### config.mk
export PLATFORM = sky130hd
export DESIGN_NAME = clock_time_keeper
export DESIGN_NICKNAME = d
export VERILOG_FILES = /design/src/rtl/clock_pkg.sv /design/src/rtl/rise_edge_detect.sv /design/src/rtl/clock_time_keeper.sv
export SDC_FILE = /design/constraint.sdc
export NUM_CORES = 1
export LEC_CHECK = 0
export ABC_AREA = 1
export BUFFER_PORTS_ARGS = -buffer_cell sky130_fd_sc_hd__clkbuf_2
export CAP_MARGIN = 20
export CORE_MARGIN = 2
export CORE_UTILIZATION = 58
export DETAILED_ROUTE_END_ITERATION = 7
export GPL_ROUTABILITY_DRIVEN = 0
export PLACE_DENSITY_LB_ADDON = 0.08
export SLEW_MARGIN = 15
export SYNTH_ARGS = -nofsm -noshare
export SYNTH_HDL_FRONTEND = slang
export SYNTH_HIERARCHICAL = 1
export SYNTH_SLANG_ARGS = --single-unit
### constraint.sdc
create_clock -name i_clk -period 3.5 [get_ports i_clk]
set_clock_uncertainty 0.2 [all_clocks]
set_input_delay 0.175 -clock i_clk [delete_from_list [all_inputs] [get_ports i_clk]]
set_output_delay 0.175 -clock i_clk [all_outputs]
set_load 0.02 [all_outputs]
### src/rtl/clock_pkg.sv
// Shared types and constants for the BCD time-of-day keeper.
// Holds the mode encoding, the digit limits and the mode-advance helper.
package clock_pkg;

    typedef enum logic [1:0] {
        RUN     = 2'd0,
        SET_HR  = 2'd1,
        SET_MIN = 2'd2
    } mode_t;

    localparam logic [3:0]  BCD_UNITS_MAX  = 4'd9;
    localparam logic [2:0]  BCD_TENS_MAX   = 3'd5;
    localparam int unsigned TENTHS_PER_SEC = 10;
    localparam logic [3:0]  TENTH_MAX      = 4'(TENTHS_PER_SEC - 1);

    function automatic mode_t next_mode(input mode_t cur);
        case (cur)
            RUN:     return SET_HR;
            SET_HR:  return SET_MIN;
            default: return RUN;
        endcase
    endfunction

endpackage

### src/rtl/rise_edge_detect.sv
// One-register rising-edge detector; the history resets high so a level
// already asserted when reset releases is not seen as an edge.
module rise_edge_detect (
    input  logic i_clk,
    input  logic i_rst_n,
    input  logic i_sig,
    output logic o_edge
);

    logic hist_q;

    always_ff @(posedge i_clk or negedge i_rst_n) begin
        if (!i_rst_n) begin
            hist_q <= 1'b1;
        end else begin
            hist_q <= i_sig;
        end
    end

    assign o_edge = i_sig & ~hist_q;

endmodule

### src/rtl/clock_time_keeper.sv
// BCD time-of-day keeper driven by a 100 ms tick, with hour/minute set mode.
// Digits are kept directly in BCD registers that double as the outputs.
module clock_time_keeper
    import clock_pkg::*;
#(
    parameter int unsigned P_HOUR_MAX = 23
) (
    input  logic       i_clk,
    input  logic       i_rst_n,
    input  logic       i_pulse,
    input  logic       i_run,
    input  logic       i_set,
    input  logic       i_inc,
    output logic [1:0] o_hr_t,
    output logic [3:0] o_hr_u,
    output logic [2:0] o_min_t,
    output logic [3:0] o_min_u,
    output logic [2:0] o_sec_t,
    output logic [3:0] o_sec_u,
    output logic [3:0] o_tenth,
    output logic [1:0] o_mode,
    output logic       o_sec_tick,
    output logic       o_day_tick
);

    localparam logic [1:0] HR_MAX_T = 2'(P_HOUR_MAX / 10);
    localparam logic [3:0] HR_MAX_U = 4'(P_HOUR_MAX % 10);

    logic  pulse_e;
    logic  set_e;
    logic  inc_e;
    mode_t mode_q;

    rise_edge_detect u_pulse_edge (
        .i_clk   (i_clk),
        .i_rst_n (i_rst_n),
        .i_sig   (i_pulse),
        .o_edge  (pulse_e)
    );

    rise_edge_detect u_set_edge (
        .i_clk   (i_clk),
        .i_rst_n (i_rst_n),
        .i_sig   (i_set),
        .o_edge  (set_e)
    );

    rise_edge_detect u_inc_edge (
        .i_clk   (i_clk),
        .i_rst_n (i_rst_n),
        .i_sig   (i_inc),
        .o_edge  (inc_e)
    );

    logic run_tick;
    logic c_tenth;
    logic c_sec_u;
    logic c_sec;
    logic min_step;
    logic c_min_u;
    logic c_min;
    logic hr_step;
    logic hr_wrap;
    logic day_wrap;

    // Minute and hour steppers are shared between the running carry chain
    // and the set-mode increment; the carry out of minutes only reaches
    // hours while running.
    always_comb begin
        run_tick = 1'b0;
        c_tenth  = 1'b0;
        c_sec_u  = 1'b0;
        c_sec    = 1'b0;
        min_step = 1'b0;
        c_min_u  = 1'b0;
        c_min    = 1'b0;
        hr_step  = 1'b0;
        hr_wrap  = 1'b0;
        day_wrap = 1'b0;

        run_tick = (mode_q == RUN) && i_run && pulse_e;
        c_tenth  = run_tick && (o_tenth == TENTH_MAX);
        c_sec_u  = c_tenth && (o_sec_u == BCD_UNITS_MAX);
        c_sec    = c_sec_u && (o_sec_t == BCD_TENS_MAX);
        min_step = c_sec || ((mode_q == SET_MIN) && inc_e);
        c_min_u  = min_step && (o_min_u == BCD_UNITS_MAX);
        c_min    = c_min_u && (o_min_t == BCD_TENS_MAX);
        hr_step  = ((mode_q == RUN) && c_min) || ((mode_q == SET_HR) && inc_e);
        hr_wrap  = (o_hr_t == HR_MAX_T) && (o_hr_u == HR_MAX_U);
        day_wrap = (mode_q == RUN) && c_min && hr_wrap;
    end

    always_ff @(posedge i_clk or negedge i_rst_n) begin
        if (!i_rst_n) begin
            mode_q     <= RUN;
            o_hr_t     <= '0;
            o_hr_u     <= '0;
            o_min_t    <= '0;
            o_min_u    <= '0;
            o_sec_t    <= '0;
            o_sec_u    <= '0;
            o_tenth    <= '0;
            o_sec_tick <= 1'b0;
            o_day_tick <= 1'b0;
        end else begin
            if (mode_q != RUN) begin
                o_tenth <= '0;
                o_sec_t <= '0;
                o_sec_u <= '0;
            end else begin
                if (run_tick) begin
                    o_tenth <= c_tenth ? 4'd0 : o_tenth + 4'd1;
                end
                if (c_tenth) begin
                    o_sec_u <= c_sec_u ? 4'd0 : o_sec_u + 4'd1;
                end
                if (c_sec_u) begin
                    o_sec_t <= c_sec ? 3'd0 : o_sec_t + 3'd1;
                end
            end

            if (min_step) begin
                o_min_u <= c_min_u ? 4'd0 : o_min_u + 4'd1;
            end
            if (c_min_u) begin
                o_min_t <= c_min ? 3'd0 : o_min_t + 3'd1;
            end

            if (hr_step) begin
                if (hr_wrap) begin
                    o_hr_t <= '0;
                    o_hr_u <= '0;
                end else if (o_hr_u == BCD_UNITS_MAX) begin
                    o_hr_t <= o_hr_t + 2'd1;
                    o_hr_u <= '0;
                end else begin
                    o_hr_u <= o_hr_u + 4'd1;
                end
            end

            o_sec_tick <= c_tenth;
            o_day_tick <= day_wrap;

            // Increment above used the pre-advance mode; the mode moves last.
            if (set_e) begin
                mode_q <= next_mode(mode_q);
            end
        end
    end

    assign o_mode = mode_q;

endmodule

## Word level (Yosys, flattened, before mapping)

Index checks and enable logic that the tools add are counted.

| word-level totals | value |
|---|---|
| word-level logic and storage cells | 73 |
| register bits after elaboration | 31 |
| output and inout bits | 28 |

| operators by class | value |
|---|---|
| reductions and logical operators | 21 |
| bitwise gates (word level) | 6 |
| equality and inequality tests | 10 |
| add/subtract/negate cells | 7 |
| mux-type cells | 16 |

Operators by type and width:

| cell | count |
|---|---|
| $mux 4 | 9 |
| $add 4x1->4 const B | 4 |
| $eq 4x4->1 const B | 4 |
| $logic_and 1x1->1 | 12 |
| $mux 3 | 4 |
| $reduce_bool 2->1 | 5 |
| $add 3x1->3 const B | 2 |
| $eq 3x3->1 const B | 2 |
| $eq 2x2->1 const B | 2 |
| $eq 4x2->1 const B | 1 |
| $mux 2 | 2 |
| $pmux 2 s2 | 1 |
| $and 1x1->1 | 3 |
| $not 1->1 | 3 |
| $add 2x1->2 const B | 1 |
| $eq 2x1->1 const B | 1 |
| $logic_not 2->1 | 1 |
| $logic_or 1x1->1 | 2 |
| $reduce_and 2->1 | 1 |

## Longest topological paths before layout

| depth | value |
|---|---|
| depth in word-level cells | 12 |
| mapped depth | 13 |

## Hierarchy

The synthesis kept the hierarchy.

Modules (own cells, without submodules):

| module | seq. area each (µm²) | cells an instance | area an instance (µm²) | times used |
|---|---|---|---|---|
| clock_time_keeper | 700.7 | 185 | 1552.7 | 1 |
| rise_edge_detect | 26.3 | 3 | 36.3 | 3 |

## Worst setup path before layout

No wires, ideal clock.

| timing | value |
|---|---|
| kind | register -> register |
| start point | register o_tenth[1] |
| end point | register o_hr_t[1] |
| setup slack | 1.608 ns |
| path buffers | 0 |
| setup time | 0.117 ns |
| required time | 3.183 ns |
| cell stages (with the launch flop) | 12 |
| data arrival time | 1.575 ns |
| cell sequence | dfrtp_1 -> inv_1 -> ha_1 -> nand3_1 -> nor2_4 -> nand3_4 -> nand2_4 -> nand4_4 -> nand2_4 -> nand2_2 -> nand2_1 -> nand2_1 |

| between the ends | value |
|---|---|
| longest elaborated chain between the ends | 10 |

Ends and longest elaborated chain:

| what | RTL line | source |
|---|---|---|
| start: declaration | clock_time_keeper.sv:20 | `output logic [3:0] o_tenth,` |
| start signal: assignment | clock_time_keeper.sv:112 | `o_tenth <= c_tenth ? 4'd0 : o_tenth + 4'd1;` |
| $eq 4x4->1 | clock_time_keeper.sv:82 | `c_tenth = run_tick && (o_tenth == TENTH_MAX);` |
| $logic_and 1x1->1 | clock_time_keeper.sv:82 |  |
| net c_tenth | clock_time_keeper.sv:56 | `logic c_tenth;` |
| $logic_and 1x1->1 | clock_time_keeper.sv:83 | `c_sec_u = c_tenth && (o_sec_u == BCD_UNITS_MAX);` |
| $logic_and 1x1->1 | clock_time_keeper.sv:84 | `c_sec = c_sec_u && (o_sec_t == BCD_TENS_MAX);` |
| $logic_or 1x1->1 | clock_time_keeper.sv:85 | `min_step = c_sec \|\| ((mode_q == SET_MIN) && inc_e);` |
| $logic_and 1x1->1 | clock_time_keeper.sv:86 | `c_min_u = min_step && (o_min_u == BCD_UNITS_MAX);` |
| $logic_and 1x1->1 | clock_time_keeper.sv:87 | `c_min = c_min_u && (o_min_t == BCD_TENS_MAX);` |
| $logic_and 1x1->1 | clock_time_keeper.sv:88 | `hr_step = ((mode_q == RUN) && c_min) \|\| ((mode_q == SET_HR) && inc_e);` |
| $logic_or 1x1->1 | clock_time_keeper.sv:88 |  |
| $reduce_and 2->1 (no line) | -- |  |
| end signal: assignment | clock_time_keeper.sv:134 | `o_hr_t <= o_hr_t + 2'd1;` |
| end: declaration | clock_time_keeper.sv:14 | `output logic [1:0] o_hr_t,` |

The timed path passes the listed nets, and every way through them passes these cells.
A chain may end at the register's enable or synchronous reset.

## Final worst setup path

| timing | value |
|---|---|
| start point | register o_sec_u[1] |
| end point | register o_hr_t[0] |

| between the ends | value |
|---|---|
| longest elaborated chain between the ends | 9 |

Ends and longest elaborated chain:

| what | RTL line | source |
|---|---|---|
| start: declaration | clock_time_keeper.sv:19 | `output logic [3:0] o_sec_u,` |
| start signal: assignment | clock_time_keeper.sv:115 | `o_sec_u <= c_sec_u ? 4'd0 : o_sec_u + 4'd1;` |
| $eq 4x4->1 | clock_time_keeper.sv:83 |  |
| $logic_and 1x1->1 | clock_time_keeper.sv:83 |  |
| $logic_and 1x1->1 | clock_time_keeper.sv:84 |  |
| $logic_or 1x1->1 | clock_time_keeper.sv:85 |  |
| $logic_and 1x1->1 | clock_time_keeper.sv:86 |  |
| $logic_and 1x1->1 | clock_time_keeper.sv:87 |  |
| $logic_and 1x1->1 | clock_time_keeper.sv:88 |  |
| $logic_or 1x1->1 | clock_time_keeper.sv:88 |  |
| $reduce_and 2->1 (no line) | -- |  |

Every way passes these cells.

==> results.toml <==
[sta]
slew_headroom_pct = 49.5
fin_setup_tns_ns = 0
rsz0062_at_grt = "false"
timing_max_transition_violations_final = 0
fin_crit_sh_pct = 55.3
fmax_mhz = 517
finalCriticalPeriod_ns = 1.94
fin_hold_ws_ns = 0.0327
hold_violations = 0
setup_viol = 0
tightest_slew_ns = 0.757

[cells_and_area]
diodes = 0
syn2layout_area_growth_pct = 17.7
final_area_um2 = 1960
nets = 254
drive_gt1_share_pct = 23.8

[synth]
synth-edff-count = 0
syn_inst = 194
synthFlopType = "dfrtp_1"
ys_types = 26
synth_most_common_cell = "inv_1"
synth.area.top_cells = "dfrtp_1 (42%), inv_1 (7.9%), ha_1 (7.5%)"
synth_top_area_share_pct = 42.2
yosysSeqAreaShare_pct = 46.9
synth_top_cell_by_area = "dfrtp_1"
synthArstFlopShare_pct = 100
yosysWarnings = 6
syn_area_um2 = 1660
avgSynthCellArea_um2 = 8.56
synth-seq-cells = 31
synth_commonest_cells = "inv_1 (35), nand2_1 (29), dfrtp_1 (28)"
syn_nets = 210

[outcome]
status = "complete, no violations"

[pwr]
p_seq_share_pct = 44.5
power_frac_comb_pct = 38.1
power_w = 0.00113
power.leakage_nw = 1.04
peakVddDrop_mv = 0.473
powerDensity_nw_per_um2 = 579
pwr-share-clk_pct = 17.4
swShare_pct = 43.0
p_int_w = 0.000645
switching_power_w = 0.000487

[floorplanning]
rows = 19
die_x_um = 57.5
dieArea_um2 = 3310
initial_core_util_pct = 60.8
coreArea_um2 = 2730
fp.dieH_um = 57.5
ios = 34

[drt]
wl_per_cell_um = 11.4
drt-pass1-iter-count = 6
vias = 1371
drt_iter0_markers = 47
drc = 0
routed_via_density = 5.08
ant_nets = 0
finalWirelength_mm = 3.07

[clocking]
cts_resized = 0
cts_tree = "yes"
htree_levels = 2
clk_latency_ns = 0.33
numCtsBuffers = 5
clock_sinks = 31
clk_pin_slew_ns = 0.10
cts_root_buf = "clkbuf_4"
clockBufferDepth = 2

[placement]
place_area_um2 = 1870
port_buffers = 33
hpwl_mm = 2.24

[setup_path]
crit_type = "flip-flop to flip-flop"
cp-start-kind = "flip-flop"
worstSetupEndpointType = "flip-flop"
path_max_fanout = 10
crit_arrival_ns = 1.96
r2r_slack_ns = 1.56
crit_required_ns = 3.53

[job]
maxCapViolCount = 0

[grt]
antenna_found_initial = 0
grt_pass1_vias = 1292
grt_pass1_wl_mm = 5.21
grt_start_max_net_pins = 32
grt.total_usage_pct = 20.5
grt_overflow = 0

[min_path]
hp-class = "input pin to flip-flop"
## worst max-delay path, cell delays in order (launching register included)
cell     delay, ns
dfrtp_1       0.42
inv_1         0.08
ha_1          0.14
nand2_1       0.05
nor2_1        0.27
nand3_4       0.13
nand2_4       0.13
nand4_4       0.11
nand2_4       0.14
nand2_2       0.06
nand2_1       0.05
nand2_1       0.04
## power by group through the flow
stage | sequential, W | clock (W) | combinational, W
floorplan | 0.000582 | 0 | 0.000219
global route | 0.000518 | 0.000220 | 0.000483
finish | 0.000504 | 0.000197 | 0.000431
detailed placement | 0.000512 | 0 | 0.000427
CTS | 0.000505 | 0.000206 | 0.000434
global placement | 0.000504 | 0 | 0.000417
## cell families after synthesis
family                   share of synthesized area (%)
XOR/XNOR                                          1.58
AO/OA/AOI/OAI                                     8.96
adder cells (fa/ha/maj)                           7.53
buffers and inverters                             8.36
flip-flops                                        46.9
AND/OR/NAND/NOR                                   26.7
## layout by cell type (no fill, tap or decap), types with 8 or more instances in the layout
cell type	count
dfrtp_1	28
nand3_1	13
ha_1	10
nor2_1	16
nand2_1	29
o21ai_0	14
nor3_1	9
a21oi_1	8
inv_1	35
clkbuf_2	33
## through the flow
step                      instances  setup slack (ns)  util, %
after floorplan                 194              1.61        -
after global placement          258              1.64     68.2
after detailed placement        258              1.57     68.2
after CTS                       270              1.54     71.5
after global routing            270              1.37     71.5
final                           270              1.56     71.5
## final cells by class
type | count | area, µm²
Tap cell | 31 | 38.8
Inverter | 37 | 139
Sequential cell | 31 | 779
Clock buffer | 7 | 45.0
Timing Repair Buffer | 37 | 205
Fill cell | 211 | 778
Multi-Input combinational cell | 126 | 743
Clock inverter | 1 | 5.00
## state kept, by name (all words and copies together), names as in the netlist, 2 cells and up
register and cells:
o_hr_u 4, o_min_u 4, o_sec_u 4, o_tenth 4, o_min_t 3, o_sec_t 3
o_hr_t 2, o_mode 2
## path summary, 6_finish.rpt
| path | cells past startpoint | end | start |
|---|---|---|---|
| max | 11 | o_hr_t[0]$_DFFE_PN0P_ | o_sec_u[1]$_DFFE_PN0P_ |
| min | 4 | o_tenth[0]$_DFFE_PN0P_ | i_run |
| max reg2reg | 11 | o_hr_t[0]$_DFFE_PN0P_ | o_sec_u[1]$_DFFE_PN0P_ |
| min reg2reg | 2 | o_hr_t[0]$_DFFE_PN0P_ | o_hr_t[0]$_DFFE_PN0P_ |
| max in group asynchronous | 2 | o_mode[0]$_DFFE_PN0P_ | i_rst_n |
| min in group asynchronous | 2 | o_sec_u[3]$_DFFE_PN0P_ | i_rst_n |
## layer usage
layer / vias up / share of wire (%) / global-route usage (%)
met5: - / 0 / 0
met4: 0 / 2.1 / 11.3
met3: 8 / 4.0 / 4.76
met2: 29 / 46 / 33.1
met1: 622 / 47 / 25.1
li1: 712 / - / -
## repair_timing
action / CTS / global route
endpoints found under the hold margin: 33 / 0
hold buffers: 4 / 0
setup buffers: 0 / 0
Power figures use the tool's default switching activity.
